===== src/rtl/mem_arbiter_pkg.sv =====
// rtl/mem_arbiter_pkg.sv - shared state, owner and byte-enable definitions for the memory arbiter
package mem_arbiter_pkg;

  typedef enum logic [1:0] {
    IDLE  = 2'd0,
    ISSUE = 2'd1,
    WAIT  = 2'd2
  } arb_state_t;

  typedef enum logic {
    OWN_IF = 1'b0,
    OWN_DM = 1'b1
  } owner_t;

  localparam logic [3:0] WBE_NONE = 4'b0000;
  localparam logic [3:0] WBE_BYTE = 4'b0001;
  localparam logic [3:0] WBE_HALF = 4'b0011;
  localparam logic [3:0] WBE_WORD = 4'b1111;

endpackage


===== src/rtl/mem_arb_prio.sv =====
// rtl/mem_arb_prio.sv - owner selection (DM first, fetch after STARVE_MAX DM wins) and starve_cnt update
module mem_arb_prio
  import mem_arbiter_pkg::*;
#(
  parameter int unsigned STARVE_MAX = 4
) (
  input  logic       i_idle,
  input  logic       i_if_req,
  input  logic       i_dm_req,
  input  logic [3:0] i_starve_cnt,
  output logic       o_sel,
  output owner_t     o_owner,
  output logic [3:0] o_starve_nxt
);

  localparam logic [3:0] LP_MAX = 4'(STARVE_MAX);

  logic w_if_wins;

  always_comb begin
    w_if_wins    = i_if_req && (!i_dm_req || (i_starve_cnt == LP_MAX));
    o_sel        = i_idle && (i_if_req || i_dm_req);
    o_owner      = w_if_wins ? OWN_IF : OWN_DM;
    o_starve_nxt = i_starve_cnt;
    // The counter only moves while arbitrating; a busy memory freezes it.
    if (i_idle) begin
      if (!i_if_req || w_if_wins) begin
        o_starve_nxt = 4'd0;
      end else if (i_dm_req && (i_starve_cnt != LP_MAX)) begin
        o_starve_nxt = i_starve_cnt + 4'd1;
      end
    end
  end

endmodule


===== src/rtl/mem_arbiter.sv =====
// rtl/mem_arbiter.sv - fetch/DM arbiter for the single-ported unified memory
// Optional performance counters are built when MEM_ARB_PERF_EN is defined.
module mem_arbiter
  import mem_arbiter_pkg::*;
#(
  parameter int unsigned STARVE_MAX = 4
) (
  input  logic        i_clk,
  input  logic        i_rst,
  input  logic        i_if_req,
  input  logic [31:0] i_if_addr,
  output logic        o_if_gnt,
  output logic        o_if_rvalid,
  output logic [31:0] o_if_rdata,
  input  logic        i_dm_req,
  input  logic        i_dm_we,
  input  logic [31:0] i_dm_addr,
  input  logic [31:0] i_dm_wdata,
  input  logic [3:0]  i_dm_wbe,
  output logic        o_dm_gnt,
  output logic        o_dm_rvalid,
  output logic [31:0] o_dm_rdata,
  output logic        o_mem_req,
  output logic        o_mem_we,
  output logic [31:0] o_mem_addr,
  output logic [31:0] o_mem_wdata,
  output logic [3:0]  o_mem_wbe,
  input  logic        i_mem_ready,
  input  logic        i_mem_rvalid,
  input  logic [31:0] i_mem_rdata
`ifdef MEM_ARB_PERF_EN
  ,
  output logic [31:0] o_perf_if_cnt,
  output logic [31:0] o_perf_dm_cnt,
  output logic [31:0] o_perf_conflict_cnt
`endif
);

  arb_state_t  r_state;
  owner_t      r_owner;
  logic [3:0]  r_starve_cnt;
  logic        r_mem_req;
  logic        r_mem_we;
  logic [31:0] r_mem_addr;
  logic [31:0] r_mem_wdata;
  logic [3:0]  r_mem_wbe;
  logic        r_if_rvalid;
  logic        r_dm_rvalid;
  logic [31:0] r_if_rdata;
  logic [31:0] r_dm_rdata;

  logic        w_idle;
  logic        w_sel;
  owner_t      w_owner;
  logic [3:0]  w_starve_nxt;
  logic        w_accept;

  assign w_idle   = (r_state == IDLE);
  assign w_accept = (r_state == ISSUE) && i_mem_ready;

  mem_arb_prio #(
    .STARVE_MAX(STARVE_MAX)
  ) u_prio (
    .i_idle      (w_idle),
    .i_if_req    (i_if_req),
    .i_dm_req    (i_dm_req),
    .i_starve_cnt(r_starve_cnt),
    .o_sel       (w_sel),
    .o_owner     (w_owner),
    .o_starve_nxt(w_starve_nxt)
  );

  always_ff @(posedge i_clk) begin
    if (i_rst) begin
      r_state      <= IDLE;
      r_owner      <= OWN_IF;
      r_starve_cnt <= 4'd0;
      r_mem_req    <= 1'b0;
      r_mem_we     <= 1'b0;
      r_mem_addr   <= 32'd0;
      r_mem_wdata  <= 32'd0;
      r_mem_wbe    <= WBE_NONE;
      r_if_rvalid  <= 1'b0;
      r_dm_rvalid  <= 1'b0;
      r_if_rdata   <= 32'd0;
      r_dm_rdata   <= 32'd0;
    end else begin
      r_if_rvalid  <= 1'b0;
      r_dm_rvalid  <= 1'b0;
      r_starve_cnt <= w_starve_nxt;
      case (r_state)
        IDLE: begin
          if (w_sel) begin
            r_owner   <= w_owner;
            r_mem_req <= 1'b1;
            r_state   <= ISSUE;
            if (w_owner == OWN_DM) begin
              r_mem_we    <= i_dm_we;
              r_mem_addr  <= i_dm_addr;
              r_mem_wdata <= i_dm_wdata;
              r_mem_wbe   <= i_dm_wbe;
            end else begin
              r_mem_we    <= 1'b0;
              r_mem_addr  <= i_if_addr;
              r_mem_wdata <= 32'd0;
              r_mem_wbe   <= WBE_NONE;
            end
          end
        end
        ISSUE: begin
          // Stores retire on acceptance; loads still owe read data.
          if (i_mem_ready) begin
            r_mem_req <= 1'b0;
            r_state   <= r_mem_we ? IDLE : WAIT;
          end
        end
        WAIT: begin
          if (i_mem_rvalid) begin
            r_state <= IDLE;
            if (r_owner == OWN_IF) begin
              r_if_rdata  <= i_mem_rdata;
              r_if_rvalid <= 1'b1;
            end else begin
              r_dm_rdata  <= i_mem_rdata;
              r_dm_rvalid <= 1'b1;
            end
          end
        end
        default: r_state <= IDLE;
      endcase
    end
  end

  assign o_if_gnt    = w_accept && (r_owner == OWN_IF);
  assign o_dm_gnt    = w_accept && (r_owner == OWN_DM);
  assign o_if_rvalid = r_if_rvalid;
  assign o_if_rdata  = r_if_rdata;
  assign o_dm_rvalid = r_dm_rvalid;
  assign o_dm_rdata  = r_dm_rdata;
  assign o_mem_req   = r_mem_req;
  assign o_mem_we    = r_mem_we;
  assign o_mem_addr  = r_mem_addr;
  assign o_mem_wdata = r_mem_wdata;
  assign o_mem_wbe   = r_mem_wbe;

`ifdef MEM_ARB_PERF_EN
  logic [31:0] r_perf_if_cnt;
  logic [31:0] r_perf_dm_cnt;
  logic [31:0] r_perf_conflict_cnt;

  always_ff @(posedge i_clk) begin
    if (i_rst) begin
      r_perf_if_cnt       <= 32'd0;
      r_perf_dm_cnt       <= 32'd0;
      r_perf_conflict_cnt <= 32'd0;
    end else begin
      if (o_if_gnt) r_perf_if_cnt <= r_perf_if_cnt + 32'd1;
      if (o_dm_gnt) r_perf_dm_cnt <= r_perf_dm_cnt + 32'd1;
      if (w_idle && i_if_req && i_dm_req) r_perf_conflict_cnt <= r_perf_conflict_cnt + 32'd1;
    end
  end

  assign o_perf_if_cnt       = r_perf_if_cnt;
  assign o_perf_dm_cnt       = r_perf_dm_cnt;
  assign o_perf_conflict_cnt = r_perf_conflict_cnt;
`endif

endmodule

===== config.mk =====
export PLATFORM = sky130hd
export DESIGN_NAME = mem_arbiter
export DESIGN_NICKNAME = d
export VERILOG_FILES = /design/src/rtl/mem_arbiter_pkg.sv /design/src/rtl/mem_arb_prio.sv /design/src/rtl/mem_arbiter.sv
export SDC_FILE = /design/constraint.sdc
export NUM_CORES = 1
export LEC_CHECK = 0
export ABC_CLOCK_PERIOD_IN_PS = 2100
export BUFFER_PORTS_ARGS = -buffer_cell sky130_fd_sc_hd__buf_2
export CAP_MARGIN = 20
export CORE_UTILIZATION = 45
export DETAILED_ROUTE_END_ITERATION = 10
export HOLD_SLACK_MARGIN = 0.05
export PLACE_DENSITY = 0.8
export SYNTH_ARGS = -nofsm -noshare
export SYNTH_HDL_FRONTEND = slang
export SYNTH_SLANG_ARGS = --single-unit

===== constraint.sdc =====
create_clock -name i_clk -period 2.1 [get_ports i_clk]
set_input_delay 0.105 -clock i_clk [delete_from_list [all_inputs] [get_ports i_clk]]
set_output_delay 0.105 -clock i_clk [all_outputs]
set_load 0.01 [all_outputs]

# Word level (Yosys, flattened, before mapping)

Index checks and enable logic that the tools add are counted.
Widths: inputs -> output; s select.

Register bits after elaboration: 143
Bits of input ports: 139
Word-level logic and storage cells: 61

Add/sub/neg operators: 1
Eq/ne operators: 7
Mux-type cells: 17
Bitwise gates (word level): 3
Reduce and logical (&&, ||, !) cells: 21

Operators by type and width:

| kind                | number |
|---|---|
| $mux 32             | 2 |
| $mux 4              | 3 |
| $reduce_and 3->1    | 4 |
| $mux 2              | 4 |
| $logic_and 1x1->1   | 6 |
| $mux 1              | 6 |
| $ne 2x2->1 const B  | 3 |
| $pmux 2 s3          | 1 |
| $add 4x1->4 const B | 1 |
| $eq 4x3->1 const B  | 1 |
| $ne 4x3->1 const B  | 1 |
| $reduce_and 2->1    | 2 |
| $reduce_bool 2->1   | 2 |
| $logic_or 1x1->1    | 3 |
| $not 1->1           | 3 |
| $reduce_or 3->1     | 1 |
| $eq 2x1->1 const B  | 1 |
| $eq 2x2->1 const B  | 1 |
| $logic_not 1->1     | 2 |
| $logic_not 2->1     | 1 |
| $pmux 1 s2          | 1 |

# Longest topological paths before layout

Word-level depth: 6
Mapped depth: 8
Depth with buffers taken out: 5

# Modules after synthesis

A second synthesis with hierarchy kept.

Cell total of the unflattened synthesis: 617
Area total of the unflattened synthesis: 5474.0 um^2

Modules (own cells, without submodules):

| module       | times used | cells each | area each (um^2) | sequential area each (um^2) |
|---|---|---|---|---|
| mem_arbiter  | 1          | 591        | 5321.4           | 2862.7 |
| mem_arb_prio | 1          | 26         | 152.6            | 0.0 |

# Least setup slack after synthesis

OpenSTA, ideal clock, no wires.

Path kind: reg-to-reg
Start: register r_starve_cnt[0]
End: register r_mem_addr[30] (netlist: o_mem_addr[30])
Library setup time: 0.144 ns
Arrival: 1.423 ns
Slack: 0.533 ns
Cell stages (with the launch flop): 8
Path buffers: 2
Cell sequence: dfxtp_1 -> inv_1 -> ha_1 -> nand4b_1 -> buf_2 -> buf_4 -> a2111oi_0 -> nor4_1

Cells in the longest elaborated chain, start to end: 4

RTL lines:

| item                     | RTL line           | source |
|---|---|---|
| start: declaration       | mem_arbiter.sv:41  | `logic [3:0] r_starve_cnt;` |
| start signal: assignment | mem_arbiter.sv:90  | `r_starve_cnt <= w_starve_nxt;` |
| $eq 4x3->1               | mem_arb_prio.sv:21 | `w_if_wins = i_if_req && (!i_dm_req \|\| (i_starve_cnt == LP_MAX));` |
| $logic_or 1x1->1         | mem_arb_prio.sv:21 |  |
| $logic_and 1x1->1        | mem_arb_prio.sv:21 |  |
| $mux 32                  | mem_arbiter.sv:97  | `if (w_owner == OWN_DM) begin` |
| end signal: assignment   | mem_arbiter.sv:99  | `r_mem_addr <= i_dm_addr;` |
| end signal: assignment   | mem_arbiter.sv:104 | `r_mem_addr <= i_if_addr;` |
| end: declaration         | mem_arbiter.sv:44  | `logic [31:0] r_mem_addr;` |

No other way between the ends.
A chain may end at the register's enable or synchronous reset.

# Worst setup path in the final report

Start: register r_starve_cnt[0]
End: register r_mem_addr[4] (netlist: o_mem_addr[4])

Same word-level chain as after synthesis.

==> reports/qor.csv <==
metric,value,unit
Cells after Synth,709,
post-synthesis sequential area ratio,46.8,%
largest net degree at the start of global routing,77,
hpwl dp,12000,um
H-tree depth,4,
IO Pins,277,
Post-CTS Setup Bufs,0,
worst slew pin tran,717,ps
PD cells,757,nW/um2
CTS root buf,clkbuf_16,
"Net Count, Synth",850,
layout cells sized above 1,35.3,%
initial antenna violation count,0,
P_leak,3.87,nW
mapped cell area,6120,um2
HP Class,in -> reg,
clk_skew,7.86,ps
Vias,6865,
first-pass GRT wire length,32900,um
post-layout util,68.4,%
global route total overflow,0,
ys async rst share,0,%
final WL,20700,um
CP endpoint kind,flop,
CTS-repair resized insts,0,
"Arr. time, crit path",2020,ps
Critical Path Start Type,flop,
CTS tree,yes,
DRT iter0 DRCs,676,
clock buffer depth,2,
Max Slew Vio Count,0,
Die W,119,um
crit share post-route,82.8,%
RSZ-0062 raised after global routing,no,
# diodes,0,
Post-Route Setup TNS,0,ps
CP required,2380,ps
DRC,0,
Clock transition at path regs,60,ps
# setup viols final,0,
gpl congestion,0.854,
Syn-to-layout area delta,48.0,%
minimum clock period,1740,ps
Clock Latency Late Sink,420,ps
Netlist cell types,36,
vias in the first global route,6711,
f_max,575,MHz
Rows,42,
Power Total,6.86,mW
Core Area,13200,um2
effective utilization at floorplan,46.2,%
WL per Instance,17.0,um
Max IR drop VDD,0.630,mV
CP max FO,65,
gr usage total,29.2,%
Fillers,1026,
die height,119,um
max-cap viol count,0,
cts bufs inserted,17,
"antenna viol nets, final",0,
critical path class,reg -> reg,
syn avg cell area,8.63,um2
vias per cell,5.64,
final net count,1169,
Synth warnings,0,
total clock sinks,143,
relative slew slack,52.2,%
ys flop type,dfxtp_1,
"EDFF count, synth",0,
status,finished clean,
Port-buffer cells,276,
Die Footprint,14100,um2
synthesized flop and latch total,143,
First-pass DRT Iterations,5,
CTS hold repair buffers,90,
final hold violations,0,
-- Yosys cell counts (all sizes together) (3+ instances only) --
library cell / n / area [um2]
nor2: 7 / 36.3
o21ai: 37 / 185
dfxtp: 143 / 2860
a2111oi: 32 / 383
inv: 3 / 11.3
nand2: 134 / 503
buf: 31 / 154
and4b: 33 / 330
nand4: 40 / 250
nor4: 32 / 313
nand3b: 3 / 22.5
a211oi: 3 / 22.5
a21oi: 139 / 696
clkbuf: 54 / 203
-- cell usage in the layout, fill, tap and decap left out, types with 2 or more instances in the layout --
master,n
buf_2,275
dfxtp_1,143
a21oi_1,139
nand2_1,134
dlygate4sd3_1,90
nand4_1,40
o21ai_0,37
and4b_1,33
nor4_2,18
clkbuf_16,17
a2111oi_2,16
a2111oi_0,14
nor4_1,14
buf_4,14
inv_6,6
buf_12,6
nor2_1,5
clkinv_4,4
inv_1,3
nand3b_1,3
a211oi_1,3
clkinvlp_4,3
nand4b_1,2
nor2_4,2
or2_2,2
a2111oi_1,2
ha_1,2
-- metrics by stage --
stage	hold slack, ps	cells	setup slack (ps)	cell area [um2]
final	64.8	1217	361	9060
after global routing	55.1	1217	144	9060
after CTS	50.0	1217	358	9060
after detailed placement	363	1095	354	7600
after global placement	357	1095	433	7600
after floorplan	241	709	533	6120
-- logic make-up (layout without fill, tap and decap cells) --
logic type	after synthesis	in the layout	synth area share, %
buffers and inverters	88	420	6.01
AND/OR/NAND/NOR	263	263	25.6
AO/OA/AOI/OAI	213	213	21.2
flip-flops	143	143	46.8
adder cells (fa/ha/maj)	2	2	0.409
-- routing by layer --
layer	global-route usage [%]	part of all wire [%]
met1	34.3	40
met2	48.3	49
met3	7.34	6.3
met4	16.8	4.7
met5	0	0
-- critical path, stage by stage, from the launching register on --
cell,delay [ps]
dfxtp_1,330
inv_1,80
ha_1,160
nand4b_1,200
buf_12,270
a2111oi_0,440
nor4_1,100
-- power breakdown --
part,total (mW),internal (mW),leakage (nW),switching (mW)
Combinational,1.11,0.510,2.44,0.600
Clock,2.82,1.54,0.264,1.28
Sequential,2.93,2.85,1.17,0.0789
-- path summary, 6_finish.rpt --
path	cells after the start	slack [ps]	startpoint	end
min	3	60	i_if_addr[28]	o_mem_addr[28]
min reg2reg	2	450	o_dm_rdata[13]	o_dm_rdata[13]
max	6	360	r_starve_cnt[0]	o_mem_addr[4]
max reg2reg	6	360	r_starve_cnt[0]	o_mem_addr[4]
-- cell type report --
| class | instances | area, um2 | share of cell area [%] |
|---|---|---|---|
| Multi-Input combinational cell | 478 | 2910 | 32.1 |
| Sequential cell | 143 | 2860 | 31.6 |
| Timing Repair Buffer | 385 | 2500 | 27.6 |
| Clock buffer | 17 | 425 | 4.70 |
| Tap cell | 176 | 220 | 2.43 |
| Clock inverter | 15 | 126 | 1.40 |
| Inverter | 3 | 11.3 | 0.124 |
-- state kept, by name, summed over array words and instances (netlist names) --
signal / cells
o_dm_rdata: 32
o_if_rdata: 32
o_mem_addr: 32
o_mem_wdata: 32
o_mem_wbe: 4
r_starve_cnt: 4
r_state: 2
o_dm_rvalid: 1
o_if_rvalid: 1
o_mem_req: 1
o_mem_we: 1
r_owner: 1
Note: power is estimated with default switching activity, not from simulation.
